$ cat src/rtl/hazard_control_unit.sv
// hazard_control_unit
// Pipeline hazard controller for a five-stage in-order core. It decides each
// cycle which pipeline registers advance, which are flushed and where bubbles
// are inserted. It also tracks a multi-cycle mul/div wait with a timeout, and
// counts the cycles in which the PC was held.
//
// Parameters
//   MD_TIMEOUT   maximum number of MD_WAIT cycles before giving up (2..255)
//   CNT_W        width of the stall_cycles statistic counter
//
// Ports
//   clk, rst_n                     clock, synchronous active-low reset
//   ID_rs, ID_rt, ID_uses_rt       source operands of the instruction in ID
//   ID_jump                        jump decoded in ID
//   EX_rd, EX_memread              destination / load flag of the EX instruction
//   EX_branch_taken                branch resolved taken in EX
//   EX_md_start                    mul/div starts in EX this cycle
//   md_done                        mul/div result valid
//   MEM_busy                       data memory not ready (freezes everything)
//   clr_stats                      clears stall_cycles
//   pc_write .. EX_MEM_write       pipeline register enables
//   IF_ID_flush                    zero IF/ID (wins over IF_ID_write)
//   ID_EX_bubble, EX_MEM_bubble    load a NOP into ID/EX or EX/MEM
//   md_timeout                     sticky flag: mul/div never finished
//   stall_cycles                   saturating count of cycles with pc_write=0
module hazard_control_unit #(
    parameter int MD_TIMEOUT = 32,
    parameter int CNT_W      = 16
) (
    input  logic             clk,
    input  logic             rst_n,
    input  logic [2:0]       ID_rs,
    input  logic [2:0]       ID_rt,
    input  logic             ID_uses_rt,
    input  logic             ID_jump,
    input  logic [2:0]       EX_rd,
    input  logic             EX_memread,
    input  logic             EX_branch_taken,
    input  logic             EX_md_start,
    input  logic             md_done,
    input  logic             MEM_busy,
    input  logic             clr_stats,
    output logic             pc_write,
    output logic             IF_ID_write,
    output logic             ID_EX_write,
    output logic             EX_MEM_write,
    output logic             IF_ID_flush,
    output logic             ID_EX_bubble,
    output logic             EX_MEM_bubble,
    output logic             md_timeout,
    output logic [CNT_W-1:0] stall_cycles
);

    localparam int                 MD_CW     = $clog2(MD_TIMEOUT) + 1;
    localparam logic [MD_CW-1:0]   MD_LAST   = MD_CW'(MD_TIMEOUT - 1);
    localparam logic [CNT_W-1:0]   STALL_MAX = '1;

    typedef enum logic {
        RUN,
        MD_WAIT
    } state_t;

    state_t           state;
    logic [MD_CW-1:0] md_cnt;
    logic             load_use;

    // A load in EX feeding an operand of the ID instruction. R0 is compared
    // like any other register.
    assign load_use = EX_memread &&
                      ((EX_rd == ID_rs) || (ID_uses_rt && (EX_rd == ID_rt)));

    // Control outputs are purely combinational so the pipeline reacts in the
    // same cycle the hazard is seen. While in reset the pipeline is allowed to
    // run freely so that it flushes itself out with the reset values.
    always_comb begin
        pc_write      = 1'b1;
        IF_ID_write   = 1'b1;
        ID_EX_write   = 1'b1;
        EX_MEM_write  = 1'b1;
        IF_ID_flush   = 1'b0;
        ID_EX_bubble  = 1'b0;
        EX_MEM_bubble = 1'b0;
        if (rst_n) begin
            if (MEM_busy) begin
                // Memory stall freezes the whole pipe, nothing is injected.
                pc_write     = 1'b0;
                IF_ID_write  = 1'b0;
                ID_EX_write  = 1'b0;
                EX_MEM_write = 1'b0;
            end else if (state == MD_WAIT || (!EX_branch_taken && EX_md_start)) begin
                // Front end holds while the mul/div runs; EX/MEM keeps
                // advancing with NOPs so older instructions drain.
                pc_write      = 1'b0;
                IF_ID_write   = 1'b0;
                ID_EX_write   = 1'b0;
                EX_MEM_bubble = 1'b1;
            end else if (EX_branch_taken) begin
                // Squash the two younger instructions fetched on the wrong path.
                IF_ID_flush  = 1'b1;
                ID_EX_bubble = 1'b1;
            end else if (load_use) begin
                pc_write     = 1'b0;
                IF_ID_write  = 1'b0;
                ID_EX_bubble = 1'b1;
            end else if (ID_jump) begin
                IF_ID_flush = 1'b1;
            end
        end
    end

    // Mul/div wait FSM. The counter counts completed wait cycles; reaching
    // MD_LAST without md_done means the unit is hung, so we flag it and
    // resume rather than stalling forever. MEM_busy freezes state and count.
    always_ff @(posedge clk) begin
        if (!rst_n) begin
            state      <= RUN;
            md_cnt     <= '0;
            md_timeout <= 1'b0;
        end else if (!MEM_busy) begin
            case (state)
                RUN: begin
                    if (!EX_branch_taken && EX_md_start) begin
                        state  <= MD_WAIT;
                        md_cnt <= '0;
                    end
                end
                MD_WAIT: begin
                    if (md_done) begin
                        state <= RUN;
                    end else if (md_cnt == MD_LAST) begin
                        md_timeout <= 1'b1;
                        state      <= RUN;
                    end else begin
                        md_cnt <= md_cnt + MD_CW'(1);
                    end
                end
                default: state <= RUN;
            endcase
        end
    end

    // Saturating stall statistic; a clear request wins over counting.
    always_ff @(posedge clk) begin
        if (!rst_n) begin
            stall_cycles <= '0;
        end else if (clr_stats) begin
            stall_cycles <= '0;
        end else if (!pc_write && (stall_cycles != STALL_MAX)) begin
            stall_cycles <= stall_cycles + CNT_W'(1);
        end
    end

endmodule
$ cat config.mk
export PLATFORM = sky130hd
export DESIGN_NAME = hazard_control_unit
export DESIGN_NICKNAME = d
export VERILOG_FILES = /design/src/rtl/hazard_control_unit.sv
export SDC_FILE = /design/constraint.sdc
export NUM_CORES = 1
export LEC_CHECK = 0
export ABC_CLOCK_PERIOD_IN_PS = 5600
export CORE_UTILIZATION = 25
export CTS_BUF_LIST = sky130_fd_sc_hd__clkbuf_16
export DETAILED_ROUTE_END_ITERATION = 10
export SLEW_MARGIN = 20
export SYNTH_ARGS = -nofsm -noshare
export SYNTH_HDL_FRONTEND = slang
export SYNTH_SLANG_ARGS = --single-unit
export TNS_END_PERCENT = 5
$ cat constraint.sdc
create_clock -name clk -period 5.6 [get_ports clk]
set_input_delay 1.68 -clock clk [delete_from_list [all_inputs] [get_ports clk]]
set_output_delay 1.68 -clock clk [all_outputs]
set_load 0.1 [all_outputs]
==> metrics.yaml <==
route:
  vias: 1321
  first_iter_violations: 30
  drt-vias-per-instance: 4.72
  wl_per_cell_um: 11.9
  drc: 0
  ant_nets: 0
  wirelength_um: 3340
  drt_pass1_iterations: 4
pwr:
  leakage_uw: 0.000768
  ir_worst_vdd_uv: 109
  power_density_mw_per_mm2: 212
yosys:
  synth_compound_area_frac: 0.203
  synth_edf_count: 0
  synth-simple-area-share: 0.280
  avgSynthCellArea_um2: 7.95
  synth_fp_nets: 189
  yosys_register_bits: 24
  synth_area_mm2: 0.00134
  yosys.area_share.xor_xnor: 0.0787
  yosysWarnings: 0
  ys_seq_area_frac: 0.360
  yosys.area_share.adder: 0.0187
  yosys.cell_types.count: 35
  muxShareOfSynthArea: 0.0225
  synth-main-ff-cell: "dfxtp_1"
  syn_inst: 168
  ys_async_sr_fraction: 0
  synth_top_family_by_area: "simple AND/OR/NAND/NOR gates"
min_path:
  min_path_type: "reg2reg"
cts:
  cts.path.max_buffers: 2
  tritoncts: "built"
  htreeDepth: 1
  clkTransAtPathRegs_ns: 0.07
  insertion_delay_ns: 0.26
  cts_buffers: 3
  postCtsSetupRepairBufs: 0
  cts_resized: 0
  ctsHoldBuffers: 0
  numClockSinks: 24
  cts-root-buf: "clkbuf_16"
floorplan:
  start_util: 0.260
  die_h_um: 75.1
  die-area_mm2: 0.00564
  rows: 26
  coreArea_mm2: 0.00514
  die_x_um: 75.1
  io_pins: 43
finish:
  final_cell_mix: "clkdlybuf4s50_1 (35), dfxtp_1 (24), nor2_1 (23)"
  fin_area_mm2: 0.00194
  layout_commonest_cell: "clkdlybuf4s50_1"
  area_delta_synth_final_pct: 45.4
  insertedDiodeCount: 0
  drive_above_1_share: 0.0905
  fillCellCount: 570
  nets: 232
critical_path:
  arrival_ns: 3.56
  cp.required_ns: 3.92
  reg2reg_depth: 7
  critPathKind: "in2out"
  cp-end-kind: "output pin"
  crit_end: "IF_ID_write"
  r2r_slack_ns: 3.66
  r2r_end: "stall_cycles[14]"
  crit_start: "EX_rd[0]"
  cp-start-kind: "input port"
  r2r-start: "stall_cycles[0]"
  cp_max_fo: 8
global_routing:
  grt_max_degree: 16
  grt_usage: 0.125
  grt_pass1_vias: 1208
  overflow: 0
  antenna_found_initial: 0
  grt_pass1_wl_um: 5460
timing:
  timing_hold_violations_final: 0
  slew_viol_final: 0
  fin_tns_setup_ns: 0
  finalClockSkew_ns: 0.00548
  rsz0062_at_grt: "no"
  fin_crit_sh: 0.936
  max_slew_margin: 0.339
  max_freq_mhz: 191
  final-setup-viol-count: 0
  fin_ws_ns: 0.357
  tightest_slew_ns: 0.989
  min_period_ns: 5.24
place:
  numPortBuffers: 42
  place_ws_ns: 0.379
  dpl.hpwl_um: 2510
  place_congestion: 0.736
  place_area_mm2: 0.00186
run_status:
  outcome: "finished clean"
job:
  maxCapViolations: 0
==> per-layer routing <==
layer  track usage  up-vias  part of all wire
met3        0.0388        4             0.061
li1              -      687                 -
met5             0        -                 0
met1         0.157      594              0.47
met4        0.0273        0            0.0069
met2         0.212       36              0.46
==> cell type report <==
type	instances	area, um^2	share of cell area
well taps	70	87.6	0.0451
multi-input cells	133	811	0.418
inverters	6	22.5	0.0116
clock inverters	1	3.75	0.00193
repair buffers	43	460	0.237
clock buffers	3	75.1	0.0387
flip-flops and latches	24	480	0.248
==> synth_stat cells, types with 3 or more instances <==
cell type,n,share of area
inv_1,6,0.017
o21ai_0,6,0.022
a31o_2,4,0.026
nor2_1,24,0.067
a31oi_1,3,0.014
nand2_1,21,0.059
dfxtp_1,24,0.36
nand4_1,6,0.028
mux2i_1,3,0.022
nand2b_1,6,0.028
nand3_1,9,0.034
clkbuf_1,3,0.0084
xnor2_1,11,0.072
a21oi_1,12,0.045
a41o_1,3,0.022
==> through the flow <==
step                power (uW)  cells   util  hold slack, ns
detailed placement         259    276  0.362           0.472
global placement           259    276  0.362           0.451
CTS                        417    280  0.377           0.488
floorplan                  228    168      -           0.471
finish                     412    280  0.378           0.477
global route               430    280  0.378           0.522
==> worst min-delay path by stage <==
stage | from | to | cells past startpoint
CTS | md_timeout | md_timeout | 2
global route | stall_cycles[1] | stall_cycles[1] | 2
global placement | md_timeout | md_timeout | 2
detailed placement | md_timeout | md_timeout | 2
floorplan | md_cnt[4] | md_cnt[4] | 2
finish | md_timeout | md_timeout | 2
==> logic make-up (layout without fill, tap and decap cells) <==
family          count (synthesis)  after routing
xor+xnor                       12             12
compound gates                 38             38
fa+ha+maj                       2              2
buf+inv                        11             53
mux                             3              3
simple gates                   78             78
flops                          24             24
==> where the power goes <==
group	internal (uW)	leakage (uW)	switching, uW	total, uW
sequential	172	0.000194	1.47	173
clock	95.5	0.0000385	61.8	157
combinational	31.5	0.000536	50.0	81.5
total	299	0.000768	113	412
==> sequential cells by signal, indices dropped and copies added (netlist names) <==
name / cells
stall_cycles: 16
state: 1
md_timeout: 1
md_cnt: 6
==> critical path, cell delays in order <==
cell and delay [ns]:
clkdlybuf4s50_1 0.52, xnor2_1 0.14, nand4_1 0.14, a2111o_1 0.46, nand2_1 0.26, inv_1 0.16
buf_12 0.20
(Power assumes the default switching activity.)
